[config.mk]
export PLATFORM = sky130hd
export DESIGN_NAME = if_debug_sequencer
export DESIGN_NICKNAME = d
export VERILOG_FILES = /design/src/rtl/if_debug_pkg.sv /design/src/rtl/if_load_assembler.sv /design/src/rtl/if_debug_sequencer.sv
export SDC_FILE = /design/constraint.sdc
export NUM_CORES = 1
export LEC_CHECK = 0
export CELL_PAD_IN_SITES_DETAIL_PLACEMENT = 1
export CELL_PAD_IN_SITES_GLOBAL_PLACEMENT = 2
export CORE_ASPECT_RATIO = 0.9
export CORE_MARGIN = 4
export CORE_UTILIZATION = 25
export CTS_CLUSTER_SIZE = 12
export DETAILED_ROUTE_END_ITERATION = 8
export PLACE_DENSITY = 0.61
export SETUP_SLACK_MARGIN = 0.2
export SLEW_MARGIN = 20
export SYNTH_ARGS = -nofsm -noshare
export SYNTH_HDL_FRONTEND = slang
export SYNTH_SLANG_ARGS = --single-unit
[constraint.sdc]
create_clock -name i_clock -period 5.47 [get_ports i_clock]
set_input_delay 1.094 -clock i_clock [delete_from_list [all_inputs] [get_ports i_clock]]
set_output_delay 1.094 -clock i_clock [all_outputs]
set_load 0.02 [all_outputs]
[src/rtl/if_debug_pkg.sv]
// Shared constants for the IF-stage debug sequencer: FSM encodings, command bytes
// and the default halt instruction.
package if_debug_pkg;

    localparam logic [2:0] StIdle  = 3'd0;
    localparam logic [2:0] StLoad  = 3'd1;
    localparam logic [2:0] StReady = 3'd2;
    localparam logic [2:0] StRun   = 3'd3;
    localparam logic [2:0] StStep  = 3'd4;
    localparam logic [2:0] StDone  = 3'd5;

    localparam logic [7:0] CmdLoad    = 8'h4C;  // 'L'
    localparam logic [7:0] CmdCont    = 8'h43;  // 'C'
    localparam logic [7:0] CmdStep    = 8'h53;  // 'S'
    localparam logic [7:0] CmdNext    = 8'h4E;  // 'N'
    localparam logic [7:0] CmdRestart = 8'h52;  // 'R'

    localparam logic [31:0] HaltWordDefault = 32'hFC00_0000;

    // States in which the instruction memory is read by the pipeline.
    function automatic logic is_exec_state(input logic [2:0] st);
        return (st == StRun) || (st == StStep);
    endfunction

endpackage

[src/rtl/if_load_assembler.sv]
// Program-load datapath: address counter, big-endian word assembly, registered byte
// write strobe, and halt-word / end-of-memory detection for the byte being accepted.
module if_load_assembler
    import if_debug_pkg::*;
#(
    parameter int unsigned NB_PC           = 32,
    parameter int unsigned NB_MEM_WIDTH    = 8,
    parameter int unsigned NB_INSTRUCTION  = 32,
    parameter int unsigned MEM_DEPTH_BYTES = 1024,
    parameter logic [NB_INSTRUCTION-1:0] HALT_WORD = NB_INSTRUCTION'(HaltWordDefault)
) (
    input  logic                      i_clock,
    input  logic                      i_reset,
    input  logic                      i_start,
    input  logic                      i_byte_valid,
    input  logic [NB_MEM_WIDTH-1:0]   i_byte,
    output logic                      o_write_enable,
    output logic [NB_MEM_WIDTH-1:0]   o_write_data,
    output logic [NB_PC-1:0]          o_write_addr,
    output logic                      o_halt_match,
    output logic                      o_overflow
);

    logic [NB_PC-1:0]          addr_q;
    logic [NB_INSTRUCTION-1:0] word_q;
    logic [NB_INSTRUCTION-1:0] word_next;

    // Oldest byte shifts toward the MSB, so the first byte of a word ends up on top.
    assign word_next    = {word_q[NB_INSTRUCTION-NB_MEM_WIDTH-1:0], i_byte};
    assign o_halt_match = (addr_q[1:0] == 2'd3) && (word_next == HALT_WORD);
    assign o_overflow   = (addr_q == NB_PC'(MEM_DEPTH_BYTES - 1));

    always_ff @(posedge i_clock or negedge i_reset) begin
        if (!i_reset) begin
            addr_q         <= '0;
            word_q         <= '0;
            o_write_enable <= 1'b0;
            o_write_data   <= '0;
            o_write_addr   <= '0;
        end else begin
            o_write_enable <= i_byte_valid;
            if (i_start) begin
                addr_q <= '0;
                word_q <= '0;
            end else if (i_byte_valid) begin
                o_write_data <= i_byte;
                o_write_addr <= addr_q;
                addr_q       <= addr_q + 1'b1;
                word_q       <= word_next;
            end
        end
    end

endmodule

[src/rtl/if_debug_sequencer.sv]
// Debug controller for the IF stage: loads instruction memory from a byte stream,
// then runs or single-steps the processor until HALT. Build option: IF_DEBUG_SEQ_STEP_EN.
module if_debug_sequencer
    import if_debug_pkg::*;
#(
    parameter int unsigned NB_PC           = 32,
    parameter int unsigned NB_MEM_WIDTH    = 8,
    parameter int unsigned NB_INSTRUCTION  = 32,
    parameter int unsigned MEM_DEPTH_BYTES = 1024,
    parameter logic [NB_INSTRUCTION-1:0] HALT_WORD = NB_INSTRUCTION'(HaltWordDefault)
) (
    input  logic                    i_clock,
    input  logic                    i_reset,
    input  logic [NB_MEM_WIDTH-1:0] i_rx_data,
    input  logic                    i_rx_valid,
    input  logic                    i_halt,
    output logic                    o_pc_enable,
    output logic                    o_pc_reset,
    output logic                    o_read_enable,
    output logic                    o_im_enable,
    output logic                    o_write_enable,
    output logic [NB_MEM_WIDTH-1:0] o_write_data,
    output logic [NB_PC-1:0]        o_write_addr,
    output logic                    o_step_done,
    output logic                    o_done,
    output logic                    o_load_error,
    output logic [2:0]              o_state
);

    logic [2:0] state_q, state_d;
    logic       load_error_q, load_error_d;
    logic       pc_enable_q, pc_enable_d;
    logic       pc_reset_q, pc_reset_d;
    logic       read_enable_q, read_enable_d;
    logic       im_enable_q, im_enable_d;
    logic       done_q, done_d;
    logic       load_start, load_byte, step_pulse;
    logic       halt_match, overflow;

    if_load_assembler #(
        .NB_PC           (NB_PC),
        .NB_MEM_WIDTH    (NB_MEM_WIDTH),
        .NB_INSTRUCTION  (NB_INSTRUCTION),
        .MEM_DEPTH_BYTES (MEM_DEPTH_BYTES),
        .HALT_WORD       (HALT_WORD)
    ) u_load_assembler (
        .i_clock        (i_clock),
        .i_reset        (i_reset),
        .i_start        (load_start),
        .i_byte_valid   (load_byte),
        .i_byte         (i_rx_data),
        .o_write_enable (o_write_enable),
        .o_write_data   (o_write_data),
        .o_write_addr   (o_write_addr),
        .o_halt_match   (halt_match),
        .o_overflow     (overflow)
    );

    always_comb begin
        state_d      = state_q;
        load_error_d = load_error_q;
        load_start   = 1'b0;
        load_byte    = 1'b0;
        step_pulse   = 1'b0;
        case (state_q)
            StIdle: begin
                if (i_rx_valid && (i_rx_data == CmdLoad)) begin
                    load_start   = 1'b1;
                    load_error_d = 1'b0;
                    state_d      = StLoad;
                end
            end
            StLoad: begin
                if (i_rx_valid) begin
                    load_byte = 1'b1;
                    // A halt word on the last byte is a clean load, not an overflow.
                    if (halt_match) begin
                        state_d = StReady;
                    end else if (overflow) begin
                        load_error_d = 1'b1;
                        state_d      = StReady;
                    end
                end
            end
            StReady: begin
                if (i_rx_valid) begin
                    if (i_rx_data == CmdLoad) begin
                        load_start   = 1'b1;
                        load_error_d = 1'b0;
                        state_d      = StLoad;
                    end else if (i_rx_data == CmdCont) begin
                        state_d = StRun;
`ifdef IF_DEBUG_SEQ_STEP_EN
                    end else if (i_rx_data == CmdStep) begin
                        state_d = StStep;
`endif
                    end
                end
            end
            StRun: begin
                if (i_halt) state_d = StDone;
            end
`ifdef IF_DEBUG_SEQ_STEP_EN
            StStep: begin
                if (i_halt) begin
                    state_d = StDone;
                end else if (i_rx_valid && (i_rx_data == CmdNext)) begin
                    step_pulse = 1'b1;
                end
            end
`endif
            StDone: begin
                if (i_rx_valid && (i_rx_data == CmdRestart)) state_d = StIdle;
            end
            default: state_d = StIdle;
        endcase
    end

    // Outputs are decoded from the next state so every one leaves a flop.
    always_comb begin
        pc_reset_d    = (state_d == StIdle) || (state_d == StLoad) || (state_d == StReady);
        pc_enable_d   = (state_d == StRun) || step_pulse;
        read_enable_d = is_exec_state(state_d);
        im_enable_d   = read_enable_d || load_byte;
        done_d        = (state_d == StDone);
    end

    always_ff @(posedge i_clock or negedge i_reset) begin
        if (!i_reset) begin
            state_q       <= StIdle;
            load_error_q  <= 1'b0;
            pc_reset_q    <= 1'b1;
            pc_enable_q   <= 1'b0;
            read_enable_q <= 1'b0;
            im_enable_q   <= 1'b0;
            done_q        <= 1'b0;
        end else begin
            state_q       <= state_d;
            load_error_q  <= load_error_d;
            pc_reset_q    <= pc_reset_d;
            pc_enable_q   <= pc_enable_d;
            read_enable_q <= read_enable_d;
            im_enable_q   <= im_enable_d;
            done_q        <= done_d;
        end
    end

`ifdef IF_DEBUG_SEQ_STEP_EN
    logic step_done_q;

    always_ff @(posedge i_clock or negedge i_reset) begin
        if (!i_reset) step_done_q <= 1'b0;
        else          step_done_q <= step_pulse;
    end

    assign o_step_done = step_done_q;
`else
    assign o_step_done = 1'b0;
`endif

    assign o_state       = state_q;
    assign o_load_error  = load_error_q;
    assign o_pc_reset    = pc_reset_q;
    assign o_pc_enable   = pc_enable_q;
    assign o_read_enable = read_enable_q;
    assign o_im_enable   = im_enable_q;
    assign o_done        = done_q;

endmodule

==> results.md, run 1 <==
- Outcome: finished, final reports clean
- Mapped cell area: 4630 sq um
- Hpwl dp: 9.02 mm
- Gr usage total: 0.134
- Area taken by multi-input logic gates: 1870 sq um
- Iteration-0 DRC Markers: 190
- Final setup viols: 0
- Fmax achieved: 295 MHz
- Reg2reg end: u_load_assembler.addr_q[26]
- Root buf cell: clkbuf_16
- Placed cells: 772
- Routed length per instance: 16.6 um
- Xor and xnor area share after synthesis: 0.0416
- Pin count of the biggest net entering global routing: 73
- Element type at the critical path end: register
- Pre-CTS setup slack: 1.60 ns
- Clk_lat worst skew: 0.35 ns
- Clk_skew: 0.0114 ns
- Register clock-pin slew on the reported worst setup and hold paths: 0.07 ns
- Worst hold path type: register to register
- Drt via density: 4.67
- Core area: 17900 sq um
- Worst slew pin tran: 0.983 ns
- Input/output buffers: 61
- FFs w/ async S/R, synth: 1.00
- Final core utilization: 0.324
- First-pass GRT wire length: 21.9 mm
- Synth Register Bits: 106
- Post-route minimum period: 3.39 ns
- Sequential-to-total area share from yosys stat: 0.573
- Maximum VDD drop: 0.153 mV
- Reg area: 2650 sq um
- Syn_nets: 502
- Cell area power density: 304 nW/um^2
- Data required time of the worst path: 5.69 ns
- Worst reg2reg setup slack: 2.69 ns
- Initial Util: 0.259
- Critical Path Start: i_rx_valid
- NumNets Final: 556
- Setup TNS: 0 ns
- DR DRC count: 0
- Ports: 63
- Final slew viol count: 0
- Antenna violations before repair: 0
- Gp weighted congestion: 0.744
- First-pass DRT Iterations: 4
- Compound-Gate Fraction of Synth Area: 0.0708
- Max Root-Sink Buffers: 2
- Synth Area in Simple Gates: 0.281
- Setup Crit Path Kind: input port to register
- Buffer count from post-CTS setup fixing: 0
- CP arrival: 3.61 ns
- FP Rows: 46
- Largest family of logic cells by synthesized area: simple AND/OR/NAND/NOR gates
- Crit-path max FO: 41
- Vias: 3680
- Total wire length: 13.1 mm
- Layout area overhead: 25.3%
- Vias in the first global route: 3985
- Share of layout cells above drive strength 1: 0.0566
- EDFF count, synth: 0
- Static Leakage: 2.57 nW
- # fillers: 2038
- Max-slew headroom: 0.344
- Adder-cell share of the synthesized area: 0.00270
- Mux contribution to synthesized area: 0.00216
- CTS sink cnt: 106
- Post-route insts no fill: 788
- Ant diodes: 0
- Mapped Avg Cell Area: 9.47 sq um
- RSZ-0062 raised after global routing: false
- Reg2reg start: o_state[0]
- GRT overflow: 0
- Hold bufs inserted after CTS: 0
- Worst Setup EP: u_load_assembler.addr_q[2]
- Worst reg2reg path depth: 5
- Die Ht: 137 um
- Die area: 20800 sq um
- Die width: 151 um
- CTS Buf Count: 9
- Worst Setup Slack, final: 2.08 ns
- Synthesis Warnings: 0
- H-tree depth: 3
- CTS tree: yes
- Max_cap viols: 0
- Synth Flop Type: dfrtp_1
- Unique masters post-synth: 49
- DRT antenna net count: 0
- Cell count after synthesis: 489
- Critical Path Source Type: input port
- Resized Gates After CTS: 0
- Final hold vios: 0
- Final Cycle Share: 0.619
cell usage in the layout, fill, tap and decap left out, types with 3 or more instances in the layout:
master	n
nand2_1	159
dfrtp_1	105
clkdlybuf4s50_1	60
o21ai_0	30
nor2_1	28
nand3_1	15
xor2_1	14
nand4_1	10
clkbuf_16	9
nor4_1	8
a21oi_1	8
xnor2_1	8
a22o_1	8
or3_1	7
buf_4	7
nor3_1	6
or4_1	6
inv_1	5
nor2b_1	4
and4_1	4
nor4b_1	3
nand3b_1	3
and3_1	3
clkbuf_1	3
kinds of logic after synthesis:
group	Yosys count
mux	1
other cells	1
xor+xnor	22
fa+ha+maj	1
simple gates	274
flops	106
buf+inv	30
compound gates	54
flip-flops by register name, indices dropped and copies added, names as in the netlist:
| name | count |
|---|---|
| o_im_enable | 1 |
| o_load_error | 1 |
| u_load_assembler.o_write_data | 8 |
| o_state | 3 |
| o_read_enable | 1 |
| o_pc_enable | 1 |
| u_load_assembler.addr_q | 32 |
| u_load_assembler.word_q | 24 |
| o_pc_reset | 1 |
| o_done | 1 |
| u_load_assembler.o_write_addr | 32 |
| u_load_assembler.o_write_enable | 1 |
synthesized netlist by cell type (2+ instances only):
master	number	area share
a21oi_1	8	0.0086
a22o_1	8	0.015
and3_1	3	0.0041
and4_1	4	0.0076
buf_1	4	0.0032
buf_4	2	0.0032
clkbuf_1	16	0.013
dfrtp_1	105	0.57
inv_1	5	0.0041
nand2_1	159	0.13
nand2b_1	2	0.0027
nand3_1	15	0.016
nand3b_1	3	0.0049
nand4_1	10	0.014
nand4bb_1	2	0.0049
nor2_1	28	0.023
nor2b_1	4	0.0054
nor3_1	6	0.0065
nor3b_1	2	0.0032
nor4_1	9	0.012
nor4b_1	3	0.0057
nor4bb_1	2	0.0043
o21ai_0	30	0.032
o21ba_2	2	0.0043
o31ai_1	2	0.0032
or3_1	7	0.0095
or4_1	6	0.0097
xnor2_1	8	0.015
xor2_1	14	0.026
worst max-delay path, stage by stage:
cell	delay (ns)
clkdlybuf4s50_1	0.61
nand4bb_4	0.45
buf_4	0.45
inv_2	0.37
buf_4	0.33
nand2_1	0.10
xor2_1	0.13
nor2_1	0.05
through the flow:
| step | hold slack (ns) | instance area, sq um | power [mW] |
|---|---|---|---|
| 2_1_floorplan | 0.463 | 4630 | 1.00 |
| 3_3_place_gp | 0.463 | 5500 | 1.11 |
| 3_5_place_dp | 0.464 | 5500 | 1.12 |
| 4_1_cts | 0.480 | 5800 | 1.80 |
| 5_1_grt | 0.503 | 5800 | 1.86 |
| 6_report | 0.473 | 5800 | 1.76 |
final cells by class:
| class | instances | area share |
|---|---|---|
| well taps | 240 | 0.0517 |
| inverters | 6 | 0.00388 |
| repair buffers | 67 | 0.113 |
| clock inverters | 2 | 0.00647 |
| flip-flops and latches | 106 | 0.457 |
| clock buffers | 14 | 0.0455 |
| multi-input cells | 353 | 0.323 |
report_power, final:
group / leakage [nW] / switching (mW) / internal, mW
sequential: 1.39 / 0.0545 / 0.842
clock: 0.143 / 0.288 / 0.381
combinational: 1.03 / 0.117 / 0.0816
total: 2.57 / 0.459 / 1.30
worst min path at each step:
stage	end	from	slack, ns	cells after the start
global placement	u_load_assembler.o_write_data[3]	u_load_assembler.o_write_data[3]	0.46	2
detailed placement	u_load_assembler.o_write_addr[6]	u_load_assembler.o_write_addr[6]	0.46	2
floorplan	u_load_assembler.word_q[23]	u_load_assembler.word_q[15]	0.46	2
global route	u_load_assembler.o_write_data[3]	u_load_assembler.o_write_data[3]	0.50	2
CTS	u_load_assembler.o_write_addr[6]	u_load_assembler.o_write_addr[6]	0.48	2
finish	u_load_assembler.o_write_addr[7]	u_load_assembler.o_write_addr[7]	0.47	2
metal layers:
| layer | vias to the layer above | track usage | part of all wire |
|---|---|---|---|
| met1 | 1853 | 0.192 | 0.50 |
| li1 | 1757 | - | - |
| met3 | 14 | 0.0308 | 0.035 |
| met2 | 56 | 0.202 | 0.45 |
| met4 | 0 | 0.0413 | 0.015 |
| met5 | - | 0 | 0 |
(Power assumes the default switching activity.)
==> run 2: changes to the inputs <==
==> constraint.sdc (replaced) <==
create_clock -name i_clock -period 3.25 [get_ports i_clock]
set_input_delay 0.65 -clock i_clock [delete_from_list [all_inputs] [get_ports i_clock]]
set_output_delay 0.65 -clock i_clock [all_outputs]
set_load 0.02 [all_outputs]
==> run 2 against run 1 <==
Compared with the run above: clock skew down 0.0034 ns; sequential cell count unchanged; global-route usage up 0.14 points; clock power up 61%; hold slack worse by 0.17 ns; clock-buffer cell count down 3; register-to-register slack worse by 1.9 ns; design area up 1.6%; first-iteration DRC count down 13%; final cell count up 1.1%; combinational power up 73%; core utilization up 0.51 points; critical endpoint is now u_load_assembler.addr_q[26].
==> results.md, run 2 (same netlist as run 1, synthesis figures left out) <==
- Outcome: finished, final reports clean
- CP arrival: 2.77 ns
- First-pass GRT wire length: 22.0 mm
- Gr busiest metal: met1
- Drt via density: 4.64
- Static Leakage: 2.62 nW
- Clk_lat worst skew: 0.35 ns
- Cell Chain, Critical Path: clkdlybuf4s50_1, nand3_1, nor4_4, or4b_1, or3_1, a21oi_1
- Clk_skew: 0.00806 ns
- CTS sink cnt: 106
- Met1 usage: 0.200
- Gp weighted congestion: 0.725
- DR DRC count: 0
- Cell area power density: 497 nW/um^2
- FP Rows: 46
- Ant diodes: 0
- Data required time of the worst path: 3.53 ns
- Post-route minimum period: 2.50 ns
- Layout area overhead: 27.3%
- Biggest regs: u_load_assembler.addr_q (32), u_load_assembler.o_write_addr (32), u_load_assembler.word_q (24)
- Hold bufs inserted after CTS: 0
- Max Root-Sink Buffers: 2
- Initial Util: 0.259
- GR Layer Usage met2: 0.199
- Die Ht: 137 um
- Core area: 17900 sq um
- CTS tree: yes
- Final slew viol count: 0
- Fmax achieved: 401 MHz
- Final hold vios: 0
- Vias: 3696
- Final Cycle Share: 0.768
- Share of layout cells above drive strength 1: 0.0736
- Hpwl dp: 9.22 mm
- H-tree depth: 3
- Input/output buffers: 61
- Iteration-0 DRC Markers: 165
- DRT antenna net count: 0
- Worst reg2reg path depth: 5
- Pin count of the biggest net entering global routing: 62
- Die width: 151 um
- GRT met3 Usage: 0.0235
- Die area: 20800 sq um
- NumNets Final: 565
- Crit-path max FO: 7
- Most common cell after layout, fill and taps aside: nand2_1
- Resized Gates After CTS: 0
- Worst hold path type: input port to async pin
- Final setup viols: 0
- Root buf cell: clkbuf_16
- Ports: 63
- Final Power: 2.93 mW
- Element type at the critical path end: register
- CP peak stage delay: 0.61 ns
- Most frequent cells in the layout: nand2_1, dfrtp_1, clkdlybuf4s50_1, o21ai_0, nor2_1
- Setup TNS: 0 ns
- Register clock-pin slew on the reported worst setup and hold paths: 0.07 ns
- Critical Path Source Type: input port
- Maximum VDD drop: 0.223 mV
- CTS Buf Count: 9
- Antenna violations before repair: 0
- Reg2reg end: u_load_assembler.addr_q[26]
- Max_cap viols: 0
- Worst slew pin tran: 0.646 ns
- Total wire length: 13.2 mm
- Routed length per instance: 16.6 um
- Buffer count from post-CTS setup fixing: 0
- Highest-delay cell along the critical path: clkdlybuf4s50_1
- Vias in the first global route: 3945
- Setup Crit Path Kind: input port to register
- Gr usage total: 0.136
- Worst reg2reg setup slack: 0.82 ns
- First-pass DRT Iterations: 4
- RSZ-0062 raised after global routing: false
- GRT overflow: 0
- Max-slew headroom: 0.569
- Reg2reg start: o_state[1]
run 2: cell count changes in the layout (fill, tap and decap cells not counted):
cell	change
buf_12	+3
clkinv_2	+2
buf_4	+6
clkbuf_8	-2
clkbuf_1	-1
clkinvlp_4	+1
run 2: metrics by stage:
stage | cell area [sq um] | std cells | utilization | setup WS, ns | hold slack, ns
finish | 5890 | 797 | 0.329 | 0.753 | 0.303
CTS | 5890 | 797 | 0.329 | 0.740 | 0.337
detailed placement | 5610 | 781 | 0.313 | 0.384 | 0.462
global route | 5890 | 797 | 0.329 | 0.612 | 0.357
global placement | 5610 | 781 | 0.313 | 0.461 | 0.457
floorplan | 4630 | 489 | - | 0.700 | 0.354
run 2: area by class of cell:
cell class	instances	area (sq um)
clock inverters	5	55.1
fillers	2052	12000
multi-input cells	353	1870
flip-flops and latches	106	2650
repair buffers	76	758
well taps	240	300
inverters	6	22.5
clock buffers	11	233
run 2: worst max-delay path, delay by kind of cell:
| kind | cells | cell delay [ns] |
|---|---|---|
| buffers and inverters | 1 | 0.61 |
| AND/OR/NAND/NOR | 4 | 1.36 |
| AO/OA/AOI/OAI | 1 | 0.15 |
run 2: metal layers:
metal	part of all wire	up-vias
li1	-	1767
met1	0.52	1867
met2	0.43	49
met3	0.032	13
met4	0.015	0
met5	0	-
run 2: how the worst max path moves through the flow:
stage          cells after the start                           to  slack [ns]        from
2_1_floorplan                      7  u_load_assembler.addr_q[26]        0.70  o_state[2]
3_3_place_gp                       6  u_load_assembler.addr_q[26]        0.46  i_rx_valid
3_5_place_dp                       6  u_load_assembler.addr_q[26]        0.38  i_rx_valid
4_1_cts                            6  u_load_assembler.addr_q[26]        0.74  i_rx_valid
5_1_grt                            6  u_load_assembler.addr_q[26]        0.61  i_rx_valid
6_report                           6  u_load_assembler.addr_q[26]        0.75  i_rx_valid
run 2: power breakdown:
group	switching (mW)	internal, mW	leakage, nW
Sequential	0.0882	1.42	1.39
Combinational	0.200	0.143	1.09
Clock	0.487	0.596	0.136
==> run 3: changes to the inputs <==
==> constraint.sdc (replaced) <==
create_clock -name i_clock -period 2.53 [get_ports i_clock]
set_input_delay 0.506 -clock i_clock [delete_from_list [all_inputs] [get_ports i_clock]]
set_output_delay 0.506 -clock i_clock [all_outputs]
set_load 0.02 [all_outputs]
==> run 3 against run 2 <==
Compared with the run above: global-route usage rose by 0.52 points; non-clock buffer count rose by 18; register-to-register slack worse by 0.48 ns; sequential cell count unchanged; sequential share of layout area decreased by 1.2 points; clock skew fell by 0.00087 ns; design area increased by 2.9%; via count increased by 1.7%; critical path depth unchanged; die area is the same; critical path type unchanged; critical endpoint is now u_load_assembler.addr_q[25]; largest cell class unchanged; largest power group unchanged.
==> results.md, run 3 (same netlist as run 1, synthesis figures left out) <==
- Worst Setup Slack, final: 0.280 ns
- Die Ht: 137 um
- Post-route minimum period: 2.25 ns
- Resized Gates After CTS: 0
- Area taken by multi-input logic gates: 1880 sq um
- Register clock-pin slew on the reported worst setup and hold paths: 0.07 ns
- Die width: 151 um
- # fillers: 2051
- Max-slew headroom: 0.434
- Iteration-0 DRC Markers: 199
- Crit-path max FO: 5
- Most frequent cells in the layout: nand2_1, dfrtp_1, clkdlybuf4s50_1, o21ai_0, buf_4
- Antenna violations before repair: 0
- Core area: 17900 sq um
- Buffer count from post-CTS setup fixing: 0
- Critical Path Source Type: input port
- GRT overflow: 0
- Most frequent CP cell: or4_1
- Clk_skew: 0.00720 ns
- Drt via density: 4.61
- Max_cap viols: 0
- CP arrival: 2.53 ns
- CTS tree: yes
- Final Cycle Share: 0.889
- Total wire length: 13.5 mm
- Root buf cell: clkbuf_16
- DRT antenna net count: 0
- Data required time of the worst path: 2.81 ns
- Setup Crit Path Kind: input port to register
- DR DRC count: 0
- Hold bufs inserted after CTS: 0
- Worst hold path type: input port to async pin
- FP Rows: 46
- Ports: 63
- Vias in the first global route: 4053
- Clk_lat worst skew: 0.36 ns
- Setup TNS: 0 ns
- Element type at the critical path end: register
- Max Root-Sink Buffers: 2
- Ant diodes: 0
- NumNets Final: 583
- CTS sink cnt: 106
- Crit-path leading delay family: simple AND/OR/NAND/NOR gates
- RSZ-0062 raised after global routing: true
- Input/output buffers: 61
- Initial Util: 0.259
- Final hold vios: 0
- Vias: 3757
- Gp weighted congestion: 0.761
- Gr usage total: 0.141
- Reg area: 2660 sq um
- Die area: 20800 sq um
- Final setup viols: 0
- Outcome: finished, final reports clean
- Final slew viol count: 0
- Fmax achieved: 444 MHz
- Biggest regs: u_load_assembler.addr_q (32), u_load_assembler.o_write_addr (32), u_load_assembler.word_q (24)
- Routed length per instance: 16.5 um
- Cell Chain, Critical Path: clkdlybuf4s50_1, buf_4, nand4bb_4, or4_1, or4_1, a21oi_1
- Share of layout cells above drive strength 1: 0.115
- Static Leakage: 2.71 nW
- Pin count of the biggest net entering global routing: 64
- Layout area overhead: 30.9%
- Highest-delay cell along the critical path: or4_1
- CP peak stage delay: 0.57 ns
- Final core utilization: 0.339
- First-pass DRT Iterations: 4
- Cell area power density: 633 nW/um^2
- Hpwl dp: 9.88 mm
- First-pass GRT wire length: 22.9 mm
- Most common cell after layout, fill and taps aside: nand2_1
- CTS Buf Count: 9
- Maximum VDD drop: 0.466 mV
- Pre-CTS setup slack: -0.166 ns
- Worst slew pin tran: 0.846 ns
- CP bufs+invs: 2
- H-tree depth: 3
run 3: changes by cell type in the layout (fill, tap and decap cells not counted), moves of 2 or more:
| cell | previous run | this run |
|---|---|---|
| dfrtp_1 | 105 | 103 |
| clkbuf_1 | 2 | 0 |
| buf_4 | 13 | 30 |
| dfrtp_2 | 0 | 2 |
run 3: final timing paths:
path	to	depth (start not counted)	slack (ns)	start
worst min-delay path	u_load_assembler.o_write_addr[24]	1	0.08	i_reset
max in group asynchronous	o_state[0]	2	1.83	i_reset
min in group i_clock	u_load_assembler.o_write_addr[11]	2	0.48	u_load_assembler.o_write_addr[11]
worst max register to register	u_load_assembler.addr_q[26]	6	0.34	u_load_assembler.addr_q[0]
worst min register to register	u_load_assembler.o_write_addr[11]	2	0.48	u_load_assembler.o_write_addr[11]
worst max-delay path	u_load_assembler.addr_q[25]	6	0.28	i_rx_valid
run 3: worst register-to-register path, cell delays in order, from the launching register on:
cell and delay [ns]:
dfrtp_1 0.42, ha_2 0.23, nand3_1 0.15, nor4_4 0.31, or4b_4 0.54, or3_1 0.33
a21oi_1 0.13
run 3: metrics by stage:
| step | hold slack (ns) | cells | power, mW | cell area (sq um) |
|---|---|---|---|---|
| CTS | 0.0778 | 815 | 3.92 | 6050 |
| global placement | 0.462 | 799 | 2.42 | 5740 |
| finish | 0.0757 | 815 | 3.84 | 6060 |
| floorplan | 0.210 | 489 | 2.16 | 4630 |
| detailed placement | 0.466 | 799 | 2.43 | 5740 |
| global route | 0.0960 | 815 | 4.06 | 6060 |
run 3: final cells by class:
type	instances	share of cell area
Tap cell	240	0.0495
Clock inverter	6	0.0107
Inverter	6	0.00371
Sequential cell	106	0.438
Timing Repair Buffer	94	0.148
Clock buffer	10	0.0394
Multi-Input combinational cell	353	0.311
run 3: where the power goes:
part | switching, mW | leakage [nW] | internal (mW)
sequential | 0.116 | 1.39 | 1.82
combinational | 0.258 | 1.17 | 0.194
clock | 0.656 | 0.149 | 0.797
total | 1.03 | 2.71 | 2.81
run 3: layer usage:
layer,wire (um),track usage,share of wire
met1,6830,0.202,0.51
met4,107,0.0302,0.0079
met2,6060,0.214,0.45
met3,498,0.0374,0.037
met5,0,0,0
